File: config.mk
export PLATFORM = sky130hd
export DESIGN_NAME = sipo_rx
export DESIGN_NICKNAME = d
export VERILOG_FILES = /design/src/rtl/sipo_rx.sv
export SDC_FILE = /design/constraint.sdc
export NUM_CORES = 1
export LEC_CHECK = 0
export ABC_AREA = 1
export CAP_MARGIN = 20
export CORE_UTILIZATION = 25
export CTS_CLUSTER_DIAMETER = 200
export DETAILED_ROUTE_END_ITERATION = 12
export GPL_ROUTABILITY_DRIVEN = 0
export HOLD_SLACK_MARGIN = 0.1
export SLEW_MARGIN = 5
export SYNTH_ARGS = -nofsm -noshare
export SYNTH_HDL_FRONTEND = slang
export SYNTH_SLANG_ARGS = --single-unit
File: constraint.sdc
create_clock -name sclk -period 1.1 [get_ports sclk]
set_clock_uncertainty 0.1 [all_clocks]
set_input_delay 0.165 -clock sclk [delete_from_list [all_inputs] [get_ports sclk]]
set_output_delay 0.165 -clock sclk [all_outputs]
set_load 0.02 [all_outputs]
File: src/rtl/sipo_rx.sv
// Serial-in/parallel-out receiver for the scl/sda serial link.
// Detects START/STOP, reassembles DATA_W-bit words, and flags malformed frames.
module sipo_rx #(
  parameter int unsigned DATA_W = 4
) (
  input  logic              sclk,
  input  logic              rst,
  input  logic              scl,
  input  logic              sda,
  output logic [DATA_W-1:0] data,
  output logic              d_valid,
  output logic              err,
  output logic [3:0]        state
);

  localparam int unsigned CW = $clog2(DATA_W + 1);

  typedef enum logic [3:0] {
    S_IDLE = 4'd0,
    S_RECV = 4'd1,
    S_WAIT = 4'd2
  } state_e;

  state_e            state_q;
  logic              scl_q;
  logic              sda_q;
  logic              scl_d;
  logic              sda_d;
  logic [CW-1:0]     cnt_q;
  logic [DATA_W-1:0] shreg_q;
  logic [DATA_W-1:0] data_q;
  logic              dv_q;
  logic              err_q;

  logic              ev_start;
  logic              ev_stop;
  logic              ev_bit;
  logic              last_bit;
  logic [DATA_W-1:0] shreg_nx;

  assign ev_start = scl_d & scl_q & sda_d & ~sda_q;
  assign ev_stop  = scl_d & scl_q & ~sda_d & sda_q;
  assign ev_bit   = ~scl_d & scl_q;
  assign last_bit = (cnt_q == CW'(DATA_W - 1));
  // Truncation keeps the low DATA_W bits, so the first bit ends as MSB.
  assign shreg_nx = DATA_W'({shreg_q, sda_q});

  always_ff @(posedge sclk) begin
    if (!rst) begin
      state_q <= S_IDLE;
      scl_q   <= 1'b1;
      sda_q   <= 1'b1;
      scl_d   <= 1'b1;
      sda_d   <= 1'b1;
      cnt_q   <= '0;
      shreg_q <= '0;
      data_q  <= '0;
      dv_q    <= 1'b0;
      err_q   <= 1'b0;
    end else begin
      scl_q <= scl;
      sda_q <= sda;
      scl_d <= scl_q;
      sda_d <= sda_q;
      dv_q  <= 1'b0;
      err_q <= 1'b0;
      case (state_q)
        S_IDLE: begin
          if (ev_start) begin
            state_q <= S_RECV;
            cnt_q   <= '0;
            shreg_q <= '0;
          end
        end
        S_RECV: begin
          if (ev_start) begin
            err_q   <= 1'b1;
            cnt_q   <= '0;
            shreg_q <= '0;
          end else if (ev_stop) begin
            err_q   <= 1'b1;
            state_q <= S_IDLE;
          end else if (ev_bit) begin
            shreg_q <= shreg_nx;
            if (last_bit) begin
              cnt_q   <= '0;
              state_q <= S_WAIT;
            end else begin
              cnt_q <= cnt_q + 1'b1;
            end
          end
        end
        S_WAIT: begin
          if (ev_stop) begin
            data_q  <= shreg_q;
            dv_q    <= 1'b1;
            state_q <= S_IDLE;
          end else if (ev_bit) begin
            err_q   <= 1'b1;
            state_q <= S_IDLE;
          end else if (ev_start) begin
            err_q   <= 1'b1;
            cnt_q   <= '0;
            shreg_q <= '0;
            state_q <= S_RECV;
          end
        end
        default: state_q <= S_IDLE;
      endcase
    end
  end

  assign data    = data_q;
  assign d_valid = dv_q;
  assign err     = err_q;
  assign state   = state_q;

endmodule
==> impl_metrics.yaml, run 1 <==
run_status:
  status: "finished, violations left"
  violations: "setup timing"
run:
  drv_cap: 0
power_and_ir_drop:
  totalPowerFinal_mw: 1.47
  p_seq_frac: 0.539
  p_comb_frac: 0.118
  p_leak_nw: 0.646
  peakVddDrop_mv: 0.436
  power.switching_mw: 0.365
  pwr-share-clk: 0.343
  swShare: 0.249
  internal-power_mw: 1.10
  power_density_nw_per_um2: 1010
route:
  vias: 911
  wl_per_cell_um: 9.12
  final_antenna_net_count: 0
  drt_first_pass_iters: 4
  vias_per_cell: 4.14
  drt_iter0_markers: 13
  drt_wl_total_um: 2010
  remaining_drc_errors: 0
global_route:
  grt_pass1_vias: 805
  track_usage: 0.107
  grt_max_degree: 16
  grt_pass1_wl_um: 3440
  antenna_found_initial: 0
  grt_overflow: 0
die:
  core_region_area_um2: 3720
  die_h_um: 64.6
  start_util: 0.264
  io_pins: 14
  die_w_um: 64.6
  rows: 22
  fp.dieArea_um2: 4170
clock_tree:
  cts_tree: "done"
  htree_num_levels: 1
  cts_num_sinks: 21
  cts_inserted_buffers: 3
  cts_hold_buf: 0
  cts_root_buffer: "clkbuf_8"
  clkTransAtPathRegs_ps: 80
  insertion_delay_ps: 260
  clockBufferDepth: 2
critical_path:
  cp.required_ps: 1160
  criticalPathCategory: "flip-flop to flip-flop"
  r2r_slack_ps: -140
  path_cells: "inv_4 -> nand2_4 -> nor2_4 -> nand2_4 -> nand3_4 -> nand2_1 -> nand2_1 -> nor2_1"
  crit_fanout: 7
  crit_buf_inv: 1
  r2r_end: "shreg_q[1]$_SDFFE_PN0P_"
  critPathLaunchType: "flip-flop"
  critPathSlowestCell: "dfxtp_4"
  cp-end-kind: "flip-flop"
  rr_startpoint: "state[1]$_SDFFE_PN0P_"
  max_stage_delay_ps: 360
  cp.depth: 8
  r2r_cells: 8
  critPathTopFamily: "simple AND/OR/NAND/NOR gates"
  crit_arrival_ps: 1300
hold_path:
  min_to: "sda_q$_SDFF_PN1_"
  min_from: "sda"
  worstHoldPathCells: 2
  hold_path_class: "primary input to flip-flop"
sta:
  setup_viol: 14
  min_period_over_period: 1.13
  rsz0062_at_grt: "true"
  fmax_ghz: 0.806
  maxSlewViolCount: 0
  layout_min_cycle_time_ps: 1240
  hold_violations: 0
  fin_ws_ps: -140
  holdWs_ps: 371
synthesis:
  yosysWarnings: 0
  synth_compound_area_frac: 0.0536
  avgSynthCellArea_um2: 7.05
  synthDistinctLibCells: 24
  synthXorXnorAreaFrac: 0
  synth_area_um2: 980
  synth_mux_area_frac: 0
  synth_area_leaders: "dfxtp_1 43%, nor2_1 13%, nand2_1 11%"
  synth_fa_ha_area_frac: 0.0128
  yosysSeqAreaShare: 0.429
  synth_top_area_frac: 0.429
  synth_top_family_by_area: "simple AND/OR/NAND/NOR gates"
  ys_ff_latch: 21
  yosysTopAreaCell: "dfxtp_1"
  synthSimpleGateAreaFrac: 0.416
  synthCells: 139
layout:
  fillCellCount: 394
  final_cell_mix: "32 x nor2_1, 23 x nand2_1, 14 x buf_4"
  nets: 178
  drive_gt1_frac: 0.465
  final_core_util: 0.390
  diodes: 0
  area_growth_pct: 47.8
  mostFrequentLayoutCell: "nor2_1"
place:
  port_buffers: 13
  dpl.hpwl_um: 1490
worst max path at each step:
stage | start | endpoint | slack (ps)
detailed placement | rst | scl_q$_SDFF_PN1_ | -170
finish | state[1]$_SDFFE_PN0P_ | shreg_q[1]$_SDFFE_PN0P_ | -140
global placement | sda_d$_SDFF_PN1_ | cnt_q[2]$_SDFFE_PN0P_ | -160
floorplan | state[1]$_SDFFE_PN0P_ | shreg_q[0]$_SDFFE_PN0P_ | -70
global route | state[1]$_SDFFE_PN0P_ | shreg_q[2]$_SDFFE_PN0P_ | -220
CTS | state[3]$_SDFFE_PN0P_ | shreg_q[3]$_SDFFE_PN0P_ | -130
logic make-up after synthesis:
logic type	count (synthesis)
buffers and inverters	20
flip-flops	21
AND/OR/NAND/NOR	86
AO/OA/AOI/OAI	10
other	1
adder cells (fa/ha/maj)	1
Yosys cell counts (all sizes together):
library cell and instances:
inv 16, a21oi 2, or2 2, o21bai 1
clkinv 3, nand3 8, o21ai 7, nand4 2
dfxtp 21, ha 1, nor2 39, conb 1
buf 1, nand2 35
layout make-up:
type | instances | area, µm² | share of cell area
multi-input cells | 100 | 606 | 0.418
flip-flops and latches | 21 | 448 | 0.309
well taps | 48 | 60.1 | 0.0415
clock buffers | 3 | 41.3 | 0.0285
inverters | 19 | 82.6 | 0.0570
repair buffers | 28 | 205 | 0.142
clock inverters | 1 | 5.00 | 0.00346
per-layer routing:
| layer | vias up | global-route usage | wire length [µm] |
|---|---|---|---|
| li1 | 496 | - | - |
| met1 | 403 | 0.135 | 952 |
| met2 | 10 | 0.183 | 975 |
| met3 | 2 | 0.0158 | 53 |
| met4 | 0 | 0.0417 | 25 |
| met5 | - | 0 | 0 |
power by group through the flow:
| stage | Combinational [mW] | Sequential, mW | Clock [mW] |
|---|---|---|---|
| 2_1_floorplan | 0.0799 | 0.812 | 0 |
| 3_3_place_gp | 0.152 | 0.809 | 0 |
| 4_1_cts | 0.162 | 0.790 | 0.526 |
| 3_5_place_dp | 0.152 | 0.809 | 0 |
| 6_report | 0.173 | 0.790 | 0.503 |
| 5_1_grt | 0.189 | 0.794 | 0.568 |
per-stage QoR:
stage | TNS (ps) | setup slack [ps] | instance area, µm² | cells
after global placement | -2950 | -156 | 1320 | 213
after global routing | -2760 | -223 | 1450 | 220
after CTS | -1420 | -129 | 1390 | 219
final | -1630 | -140 | 1450 | 220
after floorplan | -796 | -74.6 | 1020 | 140
after detailed placement | -3050 | -173 | 1320 | 213
what timing repair did:
action | in CTS | in global routing
resized for setup | 56 | 17
endpoints found under the setup margin | 24 | 18
hold endpoints to repair | 0 | 0
pin swaps | 3 | 9
buffers inserted | 1 | 1
gates cloned | 1 | 0
sequential cells by signal, indices dropped and copies added (netlist names):
register	count
d_valid	1
shreg_q	4
scl_q	1
cnt_q	3
state	4
sda_q	1
data	4
err	1
sda_d	1
scl_d	1
(Power assumes the default switching activity.)
==> run 2: changes to the inputs <==
--- a/config.mk
+++ b/config.mk
@@ -7,11 +7,12 @@
 export LEC_CHECK = 0
 export ABC_AREA = 1
 export CAP_MARGIN = 20
-export CORE_UTILIZATION = 25
+export CORE_UTILIZATION = 56
 export CTS_CLUSTER_DIAMETER = 200
 export DETAILED_ROUTE_END_ITERATION = 12
 export GPL_ROUTABILITY_DRIVEN = 0
 export HOLD_SLACK_MARGIN = 0.1
+export PLACE_DENSITY = 0.82
 export SLEW_MARGIN = 5
 export SYNTH_ARGS = -nofsm -noshare
 export SYNTH_HDL_FRONTEND = slang
==> constraint.sdc (replaced) <==
create_clock -name sclk -period 1.5 [get_ports sclk]
set_clock_uncertainty 0.1 [all_clocks]
set_input_delay 0.225 -clock sclk [delete_from_list [all_inputs] [get_ports sclk]]
set_output_delay 0.225 -clock sclk [all_outputs]
set_load 0.02 [all_outputs]
==> impl_metrics.yaml, run 2 (synthesis results as in run 1) <==
run_status:
  status: "finished, violations left"
  violations: "DRC"
layout:
  diodes: 0
  drive_gt1_frac: 0.159
  nets: 163
  final_cells: 173
  fillCellCount: 142
  area_growth_pct: 18.4
  mostFrequentLayoutCell: "nor2_1"
  final_cell_mix: "34 x nor2_1, 29 x nand2_1, 21 x dfxtp_1"
hold_path:
  hold_path_class: "primary input to flip-flop"
  worstHoldPathCells: 2
  min_to: "scl_q$_SDFF_PN1_"
  min_from: "scl"
global_route:
  antenna_found_initial: 0
  grt_use_met1: 0.281
  use_met3: 0.0417
  grt_max_degree: 16
  track_usage: 0.229
  grt_pass1_wl_um: 3300
  grt_overflow: 0
  grt_pass1_vias: 799
  grt_use_met2: 0.391
  grt_busiest_layer: "met2"
place:
  dpl.hpwl_um: 1470
  port_buffers: 13
  dp_cells: 169
critical_path:
  rr_startpoint: "state[1]$_SDFFE_PN0P_"
  cp-end-kind: "flip-flop"
  r2r_slack_ps: 100
  critPathLaunchType: "flip-flop"
  criticalPathCategory: "flip-flop to flip-flop"
  crit_fanout: 9
  cp.required_ps: 1610
  crit_arrival_ps: 1510
  r2r_cells: 8
  r2r_end: "shreg_q[3]$_SDFFE_PN0P_"
clock_tree:
  cts_root_buffer: "clkbuf_4"
  cts_tree: "done"
  clkTransAtPathRegs_ps: 120
  htree_num_levels: 1
  post_cts.repair.setup_buffers: 0
  insertion_delay_ps: 310
  cts_num_sinks: 21
  cts_hold_buf: 0
  clockBufferDepth: 2
  cts_inserted_buffers: 3
sta:
  hold_violations: 0
  layout_min_cycle_time_ps: 1400
  fmax_ghz: 0.715
  maxSlewViolCount: 0
  setup_viol: 0
  min_period_over_period: 0.932
  fin_tns_setup_ps: 0
die:
  die_h_um: 43.8
  start_util: 0.621
  rows: 14
  core_region_area_um2: 1580
  die_w_um: 43.8
  fp.dieArea_um2: 1920
  io_pins: 14
route:
  wl_per_cell_um: 10.6
  remaining_drc_errors: 3
  drt_first_pass_iters: 8
  vias_per_cell: 5.02
  vias: 869
  drt_wl_total_um: 1840
  drt_iter0_markers: 37
  final_antenna_net_count: 0
power_and_ir_drop:
  p_leak_nw: 0.583
  peakVddDrop_mv: 0.603
  power_density_nw_per_um2: 813
  totalPowerFinal_mw: 0.943
run:
  drv_cap: 0
-- run 2: critical path, stage by stage (launching register included) --
cell and delay [ps]:
dfxtp_1 350, inv_2 120, nand2_1 100, nor2_4 210, nand2_2 130, nand3_4 130
nand2_1 70, nand2_1 60, nor2_1 30
-- run 2: worst max-delay path by stage --
| stage | start | end | cells after the start | slack [ps] |
|---|---|---|---|---|
| floorplan | state[0]$_SDFFE_PN0P_ | shreg_q[0]$_SDFFE_PN0P_ | 7 | 170 |
| global placement | state[0]$_SDFFE_PN0P_ | state[0] | 1 | 200 |
| detailed placement | state[1]$_SDFFE_PN0P_ | shreg_q[3]$_SDFFE_PN0P_ | 7 | 150 |
| CTS | state[0]$_SDFFE_PN0P_ | state[0] | 1 | 120 |
| global route | state[1]$_SDFFE_PN0P_ | shreg_q[3]$_SDFFE_PN0P_ | 8 | -3 |
| finish | state[1]$_SDFFE_PN0P_ | shreg_q[3]$_SDFFE_PN0P_ | 8 | 100 |
-- run 2: power breakdown --
| part | total [mW] | internal, mW | switching [mW] |
|---|---|---|---|
| Sequential | 0.583 | 0.571 | 0.0126 |
| Clock | 0.274 | 0.104 | 0.170 |
| Combinational | 0.0857 | 0.0332 | 0.0524 |
-- run 2: timing repair --
item                       in CTS  in global routing
setup endpoints to repair      10                  1
gates resized for setup        10                  3
pin swaps                       0                  0
-- run 2: metal layers --
metal / up-vias / share of wire
met4: 0 / 0.013
met2: 24 / 0.52
met5: - / 0
li1: 456 / -
met3: 3 / 0.047
met1: 386 / 0.42
-- run 2: through the flow --
stage / setup WS, ps / hold WS (ps) / utilization / cell area [µm²]
floorplan: 171 / 232 / - / 983
global placement: 202 / 361 / 0.721 / 1140
detailed placement: 155 / 372 / 0.721 / 1140
global route: -2.90 / 386 / 0.736 / 1160
CTS: 119 / 381 / 0.729 / 1150
finish: 102 / 378 / 0.736 / 1160
-- run 2: layout make-up --
type                       instances  area [µm²]  area share
inverter                          19        77.6      0.0669
timing repair buffer              14         125       0.108
tap                               16        20.0      0.0173
sequential                        21         420       0.362
multi-input combinational         99         490       0.423
clock buffer                       4        26.3      0.0227
==> run 3: changes to the inputs <==
--- a/config.mk
+++ b/config.mk
@@ -7,12 +7,15 @@
 export LEC_CHECK = 0
 export ABC_AREA = 1
 export CAP_MARGIN = 20
-export CORE_UTILIZATION = 56
+export CELL_PAD_IN_SITES_DETAIL_PLACEMENT = 0
+export CELL_PAD_IN_SITES_GLOBAL_PLACEMENT = 1
+export CORE_UTILIZATION = 40
 export CTS_CLUSTER_DIAMETER = 200
 export DETAILED_ROUTE_END_ITERATION = 12
 export GPL_ROUTABILITY_DRIVEN = 0
 export HOLD_SLACK_MARGIN = 0.1
-export PLACE_DENSITY = 0.82
+export MAX_ROUTING_LAYER = met4
+export PLACE_DENSITY_LB_ADDON = 0.1
 export SLEW_MARGIN = 5
 export SYNTH_ARGS = -nofsm -noshare
 export SYNTH_HDL_FRONTEND = slang
==> impl_metrics.yaml, run 3 (synthesis results as in run 1) <==
critical_path:
  crit_buf_inv: 1
  r2r_end: "shreg_q[3]$_SDFFE_PN0P_"
  criticalPathCategory: "flip-flop to output port"
  critPathLaunchType: "flip-flop"
  r2r_cells: 8
  critPathTopFamily: "flip-flops"
  crit_arrival_ps: 1040
  rr_startpoint: "state[1]$_SDFFE_PN0P_"
  cp-end-kind: "output port"
  path_cells: "dlygate4sd2_1"
  crit_fanout: 4
  r2r_slack_ps: 160
  cp.required_ps: 1170
  startpoint: "state[0]$_SDFFE_PN0P_"
  max_stage_delay_ps: 400
  critPathSlowestCell: "dfxtp_1"
hold_path:
  worstHoldPathCells: 2
  hold_path_class: "primary input to flip-flop"
  min_from: "scl"
  min_to: "scl_q$_SDFF_PN1_"
global_route:
  grt_pass1_wl_um: 3050
  track_usage: 0.157
  grt_overflow: 0
  grt_pass1_vias: 742
  grt_max_degree: 13
  antenna_found_initial: 0
layout:
  final_cells: 185
  area_growth_pct: 19.3
  nets: 163
  mostFrequentLayoutCell: "nor2_1"
  final_cell_mix: "34 x nor2_1, 30 x nand2_1, 21 x dfxtp_1"
  final_area_um2: 1170
  diodes: 0
  final_core_util: 0.518
  fillCellCount: 245
  drive_gt1_frac: 0.159
sta:
  min_period_over_period: 0.911
  holdWs_ps: 381
  rsz0062_at_grt: "false"
  fin_ws_ps: 133
  setup_viol: 0
  hold_violations: 0
  maxSlewViolCount: 0
  fmax_ghz: 0.732
  fin_tns_setup_ps: 0
  layout_min_cycle_time_ps: 1370
place:
  port_buffers: 13
  dpl.hpwl_um: 1390
  dp_cells: 181
  place_ws_ps: 114
  place_area_um2: 1150
clock_tree:
  cts_tree: "done"
  insertion_delay_ps: 290
  clkTransAtPathRegs_ps: 120
  cts_num_sinks: 21
  cts_inserted_buffers: 3
  post_cts.repair.setup_buffers: 0
  clockBufferDepth: 2
  htree_num_levels: 1
  cts_hold_buf: 0
  cts_root_buffer: "clkbuf_4"
route:
  final_antenna_net_count: 0
  remaining_drc_errors: 0
  vias: 836
  wl_per_cell_um: 9.49
  vias_per_cell: 4.52
  drt_first_pass_iters: 4
  drt_wl_total_um: 1760
  drt_iter0_markers: 8
die:
  core_region_area_um2: 2250
  die_w_um: 51.5
  die_h_um: 51.5
  fp.dieArea_um2: 2650
  io_pins: 14
  start_util: 0.435
  rows: 17
run_status:
  status: "finished clean"
power_and_ir_drop:
  totalPowerFinal_mw: 0.936
  p_leak_nw: 0.585
  power_density_nw_per_um2: 801
  peakVddDrop_mv: 0.457
run:
  drv_cap: 0
run 3: cell types whose count changed in the layout (fill, tap and decap cells not counted), sizes merged:
cell / previous run / this run
clkinv: 3 / 4
clkbuf: 4 / 3
run 3: worst max path at each step:
stage                         endpoint  slack, ps  depth (start not counted)
2_1_floorplan  shreg_q[0]$_SDFFE_PN0P_        170                          7
3_3_place_gp     cnt_q[2]$_SDFFE_PN0P_        130                          5
3_5_place_dp     cnt_q[2]$_SDFFE_PN0P_        110                          5
4_1_cts                       state[0]        120                          1
5_1_grt        shreg_q[0]$_SDFFE_PN0P_         10                          8
6_report                      state[0]        130                          1
run 3: report_power, final:
part           internal (mW)  switching [mW]
Combinational         0.0332          0.0510
Clock                 0.0992           0.169
Sequential             0.571          0.0125
Total                  0.703           0.233
run 3: worst reg2reg max path: cells and delay by family (launching register included):
kind                   cells  cell delay (ps)
buffers and inverters      1               90
DFF                        1              350
and+or+nand+nor            7              720
run 3: area by class of cell:
| cell class | instances | area [µm²] | share of cell area |
|---|---|---|---|
| clock buffer | 3 | 22.5 | 0.0193 |
| timing repair buffer | 14 | 125 | 0.107 |
| inverter | 19 | 77.6 | 0.0664 |
| multi-input combinational | 99 | 483 | 0.413 |
| tap | 28 | 35.0 | 0.0300 |
| clock inverter | 1 | 5.00 | 0.00428 |
| sequential | 21 | 420 | 0.360 |
run 3: timing repair:
| item | 4_1_cts | 5_1_grt |
|---|---|---|
| endpoints found under the setup margin | 10 | 2 |
| gates resized for setup | 10 | 1 |
| pin swaps | 0 | 0 |
run 3: metal layers:
layer,GRT usage,up-vias,routed length (µm)
met5,-,-,0
met4,0.0811,0,20
li1,-,458,-
met2,0.249,6,833
met3,0.0263,2,37
met1,0.192,370,864
